[config.mk]
export PLATFORM = sky130hd
export DESIGN_NAME = cpu_ctrl_fsm
export DESIGN_NICKNAME = d
export VERILOG_FILES = /design/src/rtl/cpu_ctrl_fsm.sv
export SDC_FILE = /design/constraint.sdc
export NUM_CORES = 1
export LEC_CHECK = 0
export ABC_AREA = 0
export BUFFER_PORTS_ARGS = -buffer_cell sky130_fd_sc_hd__buf_2
export CORE_MARGIN = 2
export CORE_UTILIZATION = 55
export DETAILED_ROUTE_END_ITERATION = 12
export GPL_TIMING_DRIVEN = 1
export PLACE_DENSITY = 0.85
export RECOVER_POWER = 50
export SKIP_LAST_GASP = 1
export SYNTH_ARGS = -nofsm -noshare
export SYNTH_HDL_FRONTEND = slang
export SYNTH_SLANG_ARGS = --single-unit
[constraint.sdc]
create_clock -name clk -period 3.15 [get_ports clk]
set_input_delay 0.315 -clock clk [delete_from_list [all_inputs] [get_ports clk]]
set_output_delay 0.315 -clock clk [all_outputs]
set_load 0.01 [all_outputs]
[src/rtl/cpu_ctrl_fsm.sv]
// Multicycle fetch/decode/execute sequencer with req/ack memory handshake and wait-state watchdog.
// 3-4 cycles per instruction plus memory wait cycles; `define CTRL_RETIRE_CNT_EN adds the retired counter.
module cpu_ctrl_fsm #(
    parameter int TIMEOUT = 15
) (
    input  logic        clk,
    input  logic        rst,
    input  logic [3:0]  opcode,
    input  logic        acc_zero,
    input  logic        mem_ack,
    output logic        pc_en,
    output logic        pc_sel,
    output logic        ir_en,
    output logic        mar_en,
    output logic        mar_sel,
    output logic        acc_en,
    output logic [1:0]  alu_op,
    output logic        mem_req,
    output logic        mem_we,
    output logic        halted,
    output logic        bus_err,
    output logic        illegal
`ifdef CTRL_RETIRE_CNT_EN
    ,
    output logic [15:0] retired
`endif
);

    typedef enum logic [2:0] {
        FETCH_ADDR = 3'd0,
        FETCH_WAIT = 3'd1,
        DECODE     = 3'd2,
        MEM_WAIT   = 3'd3,
        HALT       = 3'd4
    } state_t;

    localparam logic [3:0] OP_NOP   = 4'd0;
    localparam logic [3:0] OP_LOAD  = 4'd1;
    localparam logic [3:0] OP_STORE = 4'd2;
    localparam logic [3:0] OP_ADD   = 4'd3;
    localparam logic [3:0] OP_SUB   = 4'd4;
    localparam logic [3:0] OP_JMP   = 4'd5;
    localparam logic [3:0] OP_JZ    = 4'd6;
    localparam logic [3:0] OP_HALT  = 4'd7;

    localparam logic [1:0] ALU_PASS = 2'b00;
    localparam logic [1:0] ALU_ADD  = 2'b01;
    localparam logic [1:0] ALU_SUB  = 2'b10;

    // Counter value seen during the TIMEOUT-th request cycle.
    localparam logic [7:0] WAIT_LAST = 8'(TIMEOUT - 1);

    state_t     state;
    state_t     state_nxt;
    logic [7:0] wait_cnt;
    logic       bus_err_q;
    logic       wd_fire;
    logic       wait_state;

    assign wait_state = (state == FETCH_WAIT) || (state == MEM_WAIT);

    always_ff @(posedge clk or posedge rst) begin
        if (rst) begin
            state <= FETCH_ADDR;
        end else begin
            state <= state_nxt;
        end
    end

    // Counts unacknowledged request cycles; cleared in every non-wait state.
    always_ff @(posedge clk or posedge rst) begin
        if (rst) begin
            wait_cnt <= '0;
        end else if (wait_state) begin
            if (!mem_ack) begin
                wait_cnt <= wait_cnt + 8'd1;
            end
        end else begin
            wait_cnt <= '0;
        end
    end

    always_ff @(posedge clk or posedge rst) begin
        if (rst) begin
            bus_err_q <= 1'b0;
        end else if (wd_fire) begin
            bus_err_q <= 1'b1;
        end
    end

    assign bus_err = bus_err_q;

    always_comb begin
        state_nxt = state;
        wd_fire   = 1'b0;
        pc_en     = 1'b0;
        pc_sel    = 1'b0;
        ir_en     = 1'b0;
        mar_en    = 1'b0;
        mar_sel   = 1'b0;
        acc_en    = 1'b0;
        alu_op    = ALU_PASS;
        mem_req   = 1'b0;
        mem_we    = 1'b0;
        halted    = 1'b0;
        illegal   = 1'b0;

        case (state)
            FETCH_ADDR: begin
                mar_en    = 1'b1;
                state_nxt = FETCH_WAIT;
            end

            FETCH_WAIT: begin
                mem_req = 1'b1;
                if (mem_ack) begin
                    ir_en     = 1'b1;
                    pc_en     = 1'b1;
                    state_nxt = DECODE;
                end else if (wait_cnt == WAIT_LAST) begin
                    wd_fire   = 1'b1;
                    state_nxt = HALT;
                end
            end

            DECODE: begin
                state_nxt = FETCH_ADDR;
                case (opcode)
                    OP_NOP: ;
                    OP_LOAD, OP_STORE, OP_ADD, OP_SUB: begin
                        mar_en    = 1'b1;
                        mar_sel   = 1'b1;
                        state_nxt = MEM_WAIT;
                    end
                    OP_JMP: begin
                        pc_en  = 1'b1;
                        pc_sel = 1'b1;
                    end
                    OP_JZ: begin
                        pc_en  = acc_zero;
                        pc_sel = acc_zero;
                    end
                    OP_HALT: state_nxt = HALT;
                    default: illegal = 1'b1;
                endcase
            end

            MEM_WAIT: begin
                mem_req = 1'b1;
                mem_we  = (opcode == OP_STORE);
                if (mem_ack) begin
                    state_nxt = FETCH_ADDR;
                    case (opcode)
                        OP_LOAD: begin
                            acc_en = 1'b1;
                            alu_op = ALU_PASS;
                        end
                        OP_ADD: begin
                            acc_en = 1'b1;
                            alu_op = ALU_ADD;
                        end
                        OP_SUB: begin
                            acc_en = 1'b1;
                            alu_op = ALU_SUB;
                        end
                        default: ;
                    endcase
                end else if (wait_cnt == WAIT_LAST) begin
                    wd_fire   = 1'b1;
                    state_nxt = HALT;
                end
            end

            HALT: halted = 1'b1;

            default: state_nxt = FETCH_ADDR;
        endcase

        // Reset forces every decoded output low, even though the state is already FETCH_ADDR.
        if (rst) begin
            pc_en   = 1'b0;
            pc_sel  = 1'b0;
            ir_en   = 1'b0;
            mar_en  = 1'b0;
            mar_sel = 1'b0;
            acc_en  = 1'b0;
            alu_op  = ALU_PASS;
            mem_req = 1'b0;
            mem_we  = 1'b0;
            halted  = 1'b0;
            illegal = 1'b0;
        end
    end

`ifdef CTRL_RETIRE_CNT_EN
    logic        complete;
    logic [15:0] retired_q;

    // Watchdog entry to HALT comes from a wait state, so it never counts here.
    assign complete = ((state == DECODE) && (state_nxt != MEM_WAIT)) ||
                      ((state == MEM_WAIT) && (state_nxt == FETCH_ADDR));

    always_ff @(posedge clk or posedge rst) begin
        if (rst) begin
            retired_q <= '0;
        end else if (complete && (retired_q != 16'hFFFF)) begin
            retired_q <= retired_q + 16'd1;
        end
    end

    assign retired = retired_q;
`endif

endmodule

==> flow_summary.ini <==
[run_status]
outcome = completed

[placed_design]
port_buffers = 20
place.gp.congestion = 0.854
dp_cells = 126
dp_hpwl_um = 1300
postPlaceCellArea_um2 = 920
post-place-ws_ps = 1530

[synth]
syn_inst = 95
synth_top_cell_by_area = dfrtp_1
synth_edf_count = 0
synth_area_leaders = dfrtp_1, nor2_1, a21oi_1
avgSynthCellArea_um2 = 8.63
yosysSeqAreaShare = 0.366
synth_fp_nets = 105
synth_top_cell_area_share = 0.366
synth_area_um2 = 820
synth_cell_types = 36
yosys_register_bits = 12
synth_warnings = 0
synth_common_cells = dfrtp_1, nor2_1, a21oi_1
async_reset_ff_frac = 1.00
ys.flop_type = dfrtp_1

[sta]
finalHoldViolations = 0
finalWorstPathRequiredPeriod_ps = 1940
fin_skew_ps = 9.07
worst_pin_slew_ps = 501
fin_tns_setup_ps = 0
maxSlewViolCount = 0
layout_setup_ws_ps = 1210
relSlewSlack = 0.666
timing.fmax_mhz = 515
setup_viol = 0
finalCritPeriodShare = 0.616
grt_setup_unrepaired = no
fin_hold_ws_ps = 170

[pwr]
power_frac_clock = 0.222
peakVddDrop_uv = 265
p_leak_nw = 0.449
p_seq_frac = 0.418
netSwitchingFraction = 0.384
netSwitchingPower_w = 0.000209
intPower_w = 0.000335
p_comb_frac = 0.360
power_density_nw_per_um2 = 570

[clock_network]
cts.sinks = 12
clk_latency_ps = 270
htreeDepth = 1
cts_made_buffers = 3
root_buffer = clkbuf_4
cts_tree = built
max-clock-path-buffers = 2
holdBufCountCts = 0
cts.clk_slew.worst_paths_ps = 80
cts_setup_buffers = 0
cts.repair.resized = 0

[cells_and_area]
seqCellArea_um2 = 300
areaGrowthSynthToFinish_pct = 16.3
final_cell_area_um2 = 953
layout.nets = 126
num-fill-cells = 114
n_antenna_cell = 0
multi_input_area_um2 = 485
drive_gt1_frac = 0.243
stdcell_count = 130

[global_route]
grt_use_met1 = 0.305
track_usage = 0.211
use_met2 = 0.311
grt_max_degree = 15
grt_overflow = 0
grt_use_met3 = 0.0388
grt_pass1_wl_um = 2930
busiest_layer = met2
grt_pass1_vias = 664
antenna_found_initial = 0

[route]
antenna_left = 0
routed_wl_um = 1710
drc = 0
detail_route.wl_per_cell_um = 13.2
viasPerCell = 5.85
drt_first_iter_violations = 22
dr.pass1.iters = 4
vias = 761

[floorplan]
die_h_um = 42.6
die_w_um = 42.6
fp.dieArea_um2 = 1810
num_rows = 13
ioPinCount = 21
start_util = 0.607
coreArea_um2 = 1350

[setup_path]
crit_type = register to output port
reg2reg_depth = 5
end_kind = output port
rrSetupSlack_ps = 1580
crit_start = state[2]$_DFFE_PP0P_
r2r-start = wait_cnt[0]$_DFFE_PP0P_
r2r_end = state[1]$_DFFE_PP0P_
cp_max_fo = 9
startpoint_type = register
critPathArrivalTime_ps = 1630
worstSetupEndpoint = pc_sel
worstPathRequired_ps = 2830

[worst_hold_path]
hp-class = input pin to async pin

[flow_run]
cap_violations = 0
## sequential cells by signal, indices dropped and copies added (netlist names)
name      flops
state         3
bus_err       1
wait_cnt      8
## area by class of cell
cell class	count	share of cell area
Clock buffer	4	0.0381
Inverter	4	0.0157
Multi-Input combinational cell	75	0.509
Sequential cell	12	0.315
Tap cell	15	0.0197
Timing Repair Buffer	20	0.102
## stage by stage
| step | util | total power [W] |
|---|---|---|
| CTS | 0.708 | 0.000548 |
| finish | 0.706 | 0.000544 |
| floorplan | - | 0.000369 |
| detailed placement | 0.681 | 0.000425 |
| global placement | 0.681 | 0.000418 |
| global route | 0.706 | 0.000582 |
## power by group through the flow
stage | sequential [W] | clock [W] | combinational [W]
after global placement | 0.000224 | 0 | 0.000194
after CTS | 0.000226 | 0.000124 | 0.000198
final | 0.000227 | 0.000121 | 0.000196
after detailed placement | 0.000229 | 0 | 0.000196
after floorplan | 0.000215 | 0 | 0.000153
after global routing | 0.000232 | 0.000129 | 0.000221
## metal layers
layer	routed length, um	up-vias
li1	-	383
met1	830	347
met4	19	0
met5	0	-
met2	761	27
met3	102	4
## worst min path at each step
stage                              end  startpoint  slack, ps
2_1_floorplan      bus_err$_DFFE_PP0P_         rst        370
5_1_grt        wait_cnt[7]$_DFFE_PP0P_         rst        230
4_1_cts        wait_cnt[1]$_DFFE_PP0P_         rst        120
6_report       wait_cnt[7]$_DFFE_PP0P_         rst        170
3_5_place_dp   wait_cnt[7]$_DFFE_PP0P_         rst        420
3_3_place_gp   wait_cnt[7]$_DFFE_PP0P_         rst        420
## layout by cell type (no fill, tap or decap), types with 3 or more instances in the layout
| master | instances |
|---|---|
| dfrtp_1 | 12 |
| nor4_1 | 3 |
| inv_1 | 4 |
| nor2b_1 | 4 |
| nand2_1 | 4 |
| nor2_1 | 12 |
| xor2_1 | 3 |
| nor3_1 | 4 |
| buf_2 | 18 |
| a21oi_1 | 6 |
| or3_1 | 3 |
| nand3_1 | 3 |
| nand2b_1 | 3 |
| o21ai_0 | 4 |
| clkbuf_4 | 3 |
## critical path: stages (launching register included)
cell and delay, ps:
dfrtp_1 460, or3b_2 540, nor3_1 210, buf_2 160
## cells by family (layout without fill, tap and decap cells)
logic type | Yosys count | after routing | share of synthesized area
DFF | 12 | 12 | 0.366
adders and majority gates | 2 | 2 | 0.0305
buffers and inverters | 8 | 28 | 0.0412
and+or+nand+nor | 51 | 51 | 0.376
AOI/OAI and AO/OA | 19 | 19 | 0.154
xor gates and xnor gates | 3 | 3 | 0.0321
Power figures use the tool's default switching activity.
